### config.mk
export PLATFORM = sky130hd
export DESIGN_NAME = bitmask_onehot_accumulator
export DESIGN_NICKNAME = d
export VERILOG_FILES = /design/src/rtl/bitmask_onehot_accumulator_pkg.sv /design/src/rtl/bitmask_onehot_accumulator_isolate.sv /design/src/rtl/bitmask_onehot_accumulator.sv
export SDC_FILE = /design/constraint.sdc
export NUM_CORES = 1
export LEC_CHECK = 0
export CORE_AREA = 2 2 41 43
export DETAILED_ROUTE_END_ITERATION = 16
export DIE_AREA = 0 0 43 45
export PLACE_DENSITY = 0.77
export SYNTH_ARGS = -nofsm -noshare
export SYNTH_HDL_FRONTEND = slang
export SYNTH_SLANG_ARGS = --single-unit
### constraint.sdc
create_clock -name clock -period 1.7 [get_ports clock]
set_clock_uncertainty 0.2 [all_clocks]
set_input_delay 0.34 -clock clock [delete_from_list [all_inputs] [get_ports clock]]
set_output_delay 0.34 -clock clock [all_outputs]
set_load 0.02 [all_outputs]
### src/rtl/bitmask_onehot_accumulator_pkg.sv
// Shared definitions for the one-hot beat accumulator: state encoding and
// the zero word used to clear the accumulator.
package bitmask_onehot_accumulator_pkg;

  typedef enum logic {
    ACCUMULATE = 1'b0,
    HOLD       = 1'b1
  } state_t;

  // Cast down to the instance's WORD_WIDTH where it is used.
  localparam logic [63:0] ZERO_WORD = '0;

endpackage

### src/rtl/bitmask_onehot_accumulator_isolate.sv
// Keeps only the lowest set bit of a word (x & -x); all-zero in, all-zero out.
module Bitmask_Isolate_Rightmost_1_Bit
  import bitmask_onehot_accumulator_pkg::*;
#(
  parameter int WORD_WIDTH = 8
) (
  input  logic [WORD_WIDTH-1:0] word,
  output logic [WORD_WIDTH-1:0] isolated
);

  logic [WORD_WIDTH-1:0] negated;

  assign negated  = ~word + WORD_WIDTH'(1);
  assign isolated = word & negated;

endmodule

### src/rtl/bitmask_onehot_accumulator.sv
// ORs a stream of one-hot beats into one bitmask per packet, flagging
// multi-hot and duplicate beats, and hands the word out over ready/valid.
module bitmask_onehot_accumulator
  import bitmask_onehot_accumulator_pkg::*;
#(
  parameter int WORD_WIDTH = 8
) (
  input  logic                  clock,
  input  logic                  clear_n,
  input  logic                  input_valid,
  output logic                  input_ready,
  input  logic [WORD_WIDTH-1:0] input_onehot,
  input  logic                  input_last,
  output logic                  output_valid,
  input  logic                  output_ready,
  output logic [WORD_WIDTH-1:0] output_word,
  output logic                  output_error_multi,
  output logic                  output_error_dup,
  output state_t                state_dbg
);

  // Handshakes: a transfer happens on a rising edge where valid and ready
  // are both high; ready never depends on valid, and valid/data are held
  // by the sender until the transfer.

  localparam logic [WORD_WIDTH-1:0] ZERO = WORD_WIDTH'(ZERO_WORD);

  state_t                state_q, state_d;
  logic [WORD_WIDTH-1:0] acc_q;
  logic                  err_multi_q;
  logic                  err_dup_q;

  logic [WORD_WIDTH-1:0] lowest_bit;
  logic                  beat_multi;
  logic                  beat_dup;
  logic                  accept;
  logic                  release_word;

  Bitmask_Isolate_Rightmost_1_Bit #(
    .WORD_WIDTH (WORD_WIDTH)
  ) u_isolate (
    .word     (input_onehot),
    .isolated (lowest_bit)
  );

  assign beat_multi = (input_onehot != lowest_bit);
  // Duplicate check looks at the accumulator before this beat is ORed in.
  assign beat_dup   = ((acc_q & input_onehot) != ZERO);

  assign accept       = input_valid & input_ready;
  assign release_word = output_valid & output_ready;

  always_ff @(posedge clock or negedge clear_n) begin
    if (!clear_n) begin
      state_q <= ACCUMULATE;
    end else begin
      state_q <= state_d;
    end
  end

  always_comb begin
    state_d      = state_q;
    input_ready  = 1'b0;
    output_valid = 1'b0;
    case (state_q)
      ACCUMULATE: begin
        input_ready = 1'b1;
        if (accept && input_last) begin
          state_d = HOLD;
        end
      end
      HOLD: begin
        output_valid = 1'b1;
        if (release_word) begin
          state_d = ACCUMULATE;
        end
      end
      default: state_d = ACCUMULATE;
    endcase
  end

  // Accept and release are exclusive by state, so one priority chain suffices.
  always_ff @(posedge clock or negedge clear_n) begin
    if (!clear_n) begin
      acc_q       <= ZERO;
      err_multi_q <= 1'b0;
      err_dup_q   <= 1'b0;
    end else if (release_word) begin
      acc_q       <= ZERO;
      err_multi_q <= 1'b0;
      err_dup_q   <= 1'b0;
    end else if (accept) begin
      acc_q       <= acc_q | input_onehot;
      err_multi_q <= err_multi_q | beat_multi;
      err_dup_q   <= err_dup_q | beat_dup;
    end
  end

  assign output_word        = acc_q;
  assign output_error_multi = err_multi_q;
  assign output_error_dup   = err_dup_q;
  assign state_dbg          = state_q;

endmodule

Word-level counts from Yosys, hierarchy flattened
Cells that the tools add are included.

Flip-flop bits (word level): 11. Input bits: 13. Output and inout bits: 13. Logic and storage cells: 29.

Add/sub/neg operators: 1. Equality and inequality tests: 1. Muxes and demuxes: 11. Bitwise operators: 9. Reduce and logical (&&, ||, !) cells: 3.

Operator list (number): bitwise AND 8 bit (2); 2-to-1 mux 8 bit (2); adder 8 x 1 -> 8 bit, second input constant (1); 2-to-1 mux 1 bit (8); != test 8 bit (1); inverter 8 bit (1); OR 8 bit (1); nonzero test 8 bit (1); bitwise AND 1 bit (2); OR 1 bit (2); one-hot mux 1 bit (2 select lines) (1); nonzero test 2 bit (1); logical AND 1 bit (1); inverter 1 bit (1).

Depth between registers and ports, before layout
Depth after elaboration: 7. Gate-level depth with buffers: 4.

Hierarchy
A second synthesis with hierarchy kept.

Cell total of the unflattened synthesis: 66. Area total of the unflattened synthesis: 650.6 µm².

By module, submodules not included: bitmask_onehot_accumulator (times used 1, cells each 56, area each 566.8 µm², seq. area each 275.3 µm²); Bitmask_Isolate_Rightmost_1_Bit (times used 1, cells each 10, area each 83.8 µm², seq. area each 0.0 µm²).

Worst setup path before layout
Ideal clock, no wire load.

Kind: in2reg. Start point: input input_onehot[3]. End point: register err_multi_q, in the netlist output_error_multi. Setup time: 0.130 ns. Arrival: 1.419 ns. Required time: 1.370 ns. Path slack: -0.048 ns. Cell stages on the path: 4. Buffers on the path: 0. Cells stage by stage: or4_4 maj3_2 o31ai_1 a21oi_1.

Cells in the longest elaborated chain, start to end: 7.

Ends and longest elaborated chain: start: declaration (RTL line bitmask_onehot_accumulator.sv:12) `input logic [WORD_WIDTH-1:0] input_onehot,`; inverter 8 bit (RTL line bitmask_onehot_accumulator_isolate.sv:13) `assign negated = ~word + WORD_WIDTH'(1);`; adder 8 x 1 -> 8 bit (RTL line bitmask_onehot_accumulator_isolate.sv:13); bitwise AND 8 bit (RTL line bitmask_onehot_accumulator_isolate.sv:14) `assign isolated = word & negated;`; != test 8 bit * (RTL line bitmask_onehot_accumulator.sv:46) `assign beat_multi = (input_onehot != lowest_bit);`; OR 1 bit * (RTL line bitmask_onehot_accumulator.sv:94) `err_multi_q <= err_multi_q | beat_multi;`; 2-to-1 mux 1 bit * (RTL line bitmask_onehot_accumulator.sv:92) `end else if (accept) begin`; 2-to-1 mux 1 bit * (RTL line bitmask_onehot_accumulator.sv:88) `end else if (release_word) begin`; end signal: assignment (RTL line bitmask_onehot_accumulator.sv:94); end: declaration (RTL line bitmask_onehot_accumulator.sv:30) `logic err_multi_q;`.

Every way passes the cells marked *; elsewhere a longest branch is shown, timed or not. The select of a mux whose other input is x is not followed. A chain may end at the register's enable or synchronous reset.

Worst setup path in the final report
Start point: input input_onehot[1]. End point: register err_multi_q, in the netlist output_error_multi.

Same word-level chain as after synthesis.

==> flow_summary.toml <==
[cells_and_area]
n_fill_cell = 141
diodes = 0
drive_gt1_share_pct = 27.9
multi_input_area_um2 = 236
final_util_pct = 59.4
area_growth_pct = 65.0
final_common_cell = "dlygate4sd2_1"
nets = 100
post-route-cell-area_um2 = 873
mostFrequentLayoutCells = "14 x dlygate4sd2_1, 11 x dfrtp_1, 11 x buf_4"
seq_area_um2 = 275

[global_route]
grt_overflow = 0
grt_pass1_wl_um = 2660
grt_pass1_vias = 550
antenna_found_initial = 0
grt_start_max_net_pins = 12
grt_usage_pct = 19.2

[synth]
ys_warn_count = 0
synth_xor_xnor_area_share_pct = 0
synth_top_family_by_area = "compound AO/OA/AOI/OAI gates"
synth_flop_cell = "dfrtp_1"
synthCells = 48
synth_compound_area_share_pct = 33.6
synthSimpleGateAreaFrac_pct = 7.33
syn_area_per_cell_um2 = 11.0
syn-num-nets = 61
ys_seq_elements = 11
synthMuxAreaShare_pct = 0
synth_fa_ha_area_share_pct = 2.13
ys_seq_area_share_pct = 52.0
syn_area_um2 = 529
synth-edff-count = 0
ys_types = 21
async_reset_ff_share_pct = 100

[floorplan]
initial_core_util_pct = 36.0
die_h_um = 45
io_pins = 26
die_w_um = 43
dieArea_um2 = 1940
placementRows = 14
fp.coreArea_um2 = 1470

[pwr]
pwr_density_cell_nw_per_um2 = 966
power.leakage_nw = 0.413
peakVddDrop_v = 0.000636
power_uw = 844

[timing]
setup_violations = 1
relSlewSlack_pct = 68.0
fin_tns_setup_ps = -3.79
tightest_slew_ps = 479
fmax_ghz = 0.587
fin_crit_sh_pct = 100
final_max_slew_viol_count = 0
timing.final.ws_setup_ps = -3.79
period_needed_ps = 1700
finalHoldViolCount = 0

[run]
maxCapViolations = 0

[setup_path]
slowest_delay_ps = 420
rrSetupSlack_ps = 390
crit_fanout = 2
crit_path_end_kind = "register"
worst_r2r_startpoint = "state_dbg"
cpMaxStageDelayCell = "or4_4"
cp-start-kind = "input port"
ff2ff_path_depth = 4
timing.rr.end = "output_word[1]"
cp_cell_sequence = "dlygate4sd2_1 -> or4_4 -> maj3_2 -> o31ai_2 -> a21oi_1"
crit_required_ps = 1630
worst_ep_arrival_time_ps = 1640
crit_type = "in -> reg"

[placement]
port_buffers = 25
dpl.hpwl_um = 1190
place_congestion = 0.740
preCtsSetupSlack_ps = -564
placed_cell_area_um2 = 871

[routing]
drt_first_pass_iters = 4
ant_nets = 0
drtIter0Drc = 21
wl_um = 1600
vias_per_cell = 5.66
drcViolationCount = 0
vias = 577
wl_per_cell_um = 15.7

[clock_tree]
clock-sinks = 11
cts_max_path_buffers = 2
cts_tree = "yes"
clock_latency_ps = 260
cts_hold_buf = 0
cts_root_buf = "clkbuf_4"
clk_pin_slew_ps = 70
cts_inserted_buffers = 3
cts-htree-levels = 1
post_cts_buffers = 0

[hold_path]
hold_path.class = "in -> async"

[outcome]
status = "finished with violations"
violations = "negative setup slack"
==> worst max-delay path, delay by kind of cell <==
kind | cells | cell delay, ps
AOI/OAI and AO/OA | 2 | 300
buffers and inverters | 1 | 240
adders and majority gates | 1 | 330
and+or+nand+nor | 1 | 420
==> worst max path at each step <==
stage	startpoint	end	slack, ps	cells after the start
global placement	input_onehot[3]	output_error_multi	-510	5
CTS	input_onehot[0]	output_error_multi	3	5
finish	input_onehot[1]	output_error_multi	-4	5
floorplan	input_onehot[3]	output_error_multi	-50	4
global route	input_onehot[1]	output_error_multi	-2	5
detailed placement	input_onehot[3]	output_error_multi	-560	5
==> power by group <==
| part | total [mW] | switching (mW) | leakage [nW] | internal [mW] |
|---|---|---|---|---|
| clock | 0.174 | 0.0835 | 0.0150 | 0.0906 |
| combinational | 0.312 | 0.166 | 0.275 | 0.146 |
| sequential | 0.358 | 0.0453 | 0.122 | 0.313 |
==> through the flow <==
stage / cells / hold WS [ps]
floorplan: 48 / -156
global placement: 98 / 311
detailed placement: 98 / 313
CTS: 102 / 224
global route: 102 / 244
finish: 102 / 196
==> cell type report <==
| type | count | area share, % |
|---|---|---|
| clock buffers | 4 | 3.01 |
| inverters | 4 | 1.72 |
| well taps | 16 | 2.29 |
| multi-input cells | 31 | 27.1 |
| repair buffers | 36 | 34.4 |
| flip-flops and latches | 11 | 31.5 |
==> flip-flops by register name (all words and copies together) (netlist names) <==
signal and count:
output_error_dup 1, output_word 8, state_dbg 1, output_error_multi 1
==> logic make-up (layout without fill, tap and decap cells) <==
logic type               count (synthesis)  count (layout)
flip-flops                              11              11
AND/OR/NAND/NOR                          6               6
buffers and inverters                    6              44
AO/OA/AOI/OAI                           24              24
adder cells (fa/ha/maj)                  1               1
==> routing by layer <==
layer	up-vias	routed length, um	global-route usage, %
li1	264	-	-
met1	279	643	24.7
met2	32	822	30.3
met3	2	127	6.40
met4	0	9	7.27
met5	-	0	0
==> timing repair <==
action / in CTS / in global routing
endpoints found under the setup margin: 14 / 1
resized for setup: 24 / 3
endpoints found under the hold margin: 0 / 0
gates cloned: 0 / 0
pin swaps: 4 / 4
==> cells in the mapped netlist (2+ instances only) <==
| cell type | count | area [um^2] |
|---|---|---|
| nand2_1 | 2 | 7.51 |
| a211o_2 | 2 | 20.0 |
| a21oi_1 | 3 | 15.0 |
| a22oi_1 | 4 | 30.0 |
| a22o_1 | 5 | 43.8 |
| inv_1 | 4 | 15.0 |
| dfrtp_1 | 11 | 275 |
| o22ai_1 | 2 | 12.5 |
| o21ai_0 | 3 | 15.0 |
No activity file was read; power rests on OpenSTA's default activity.
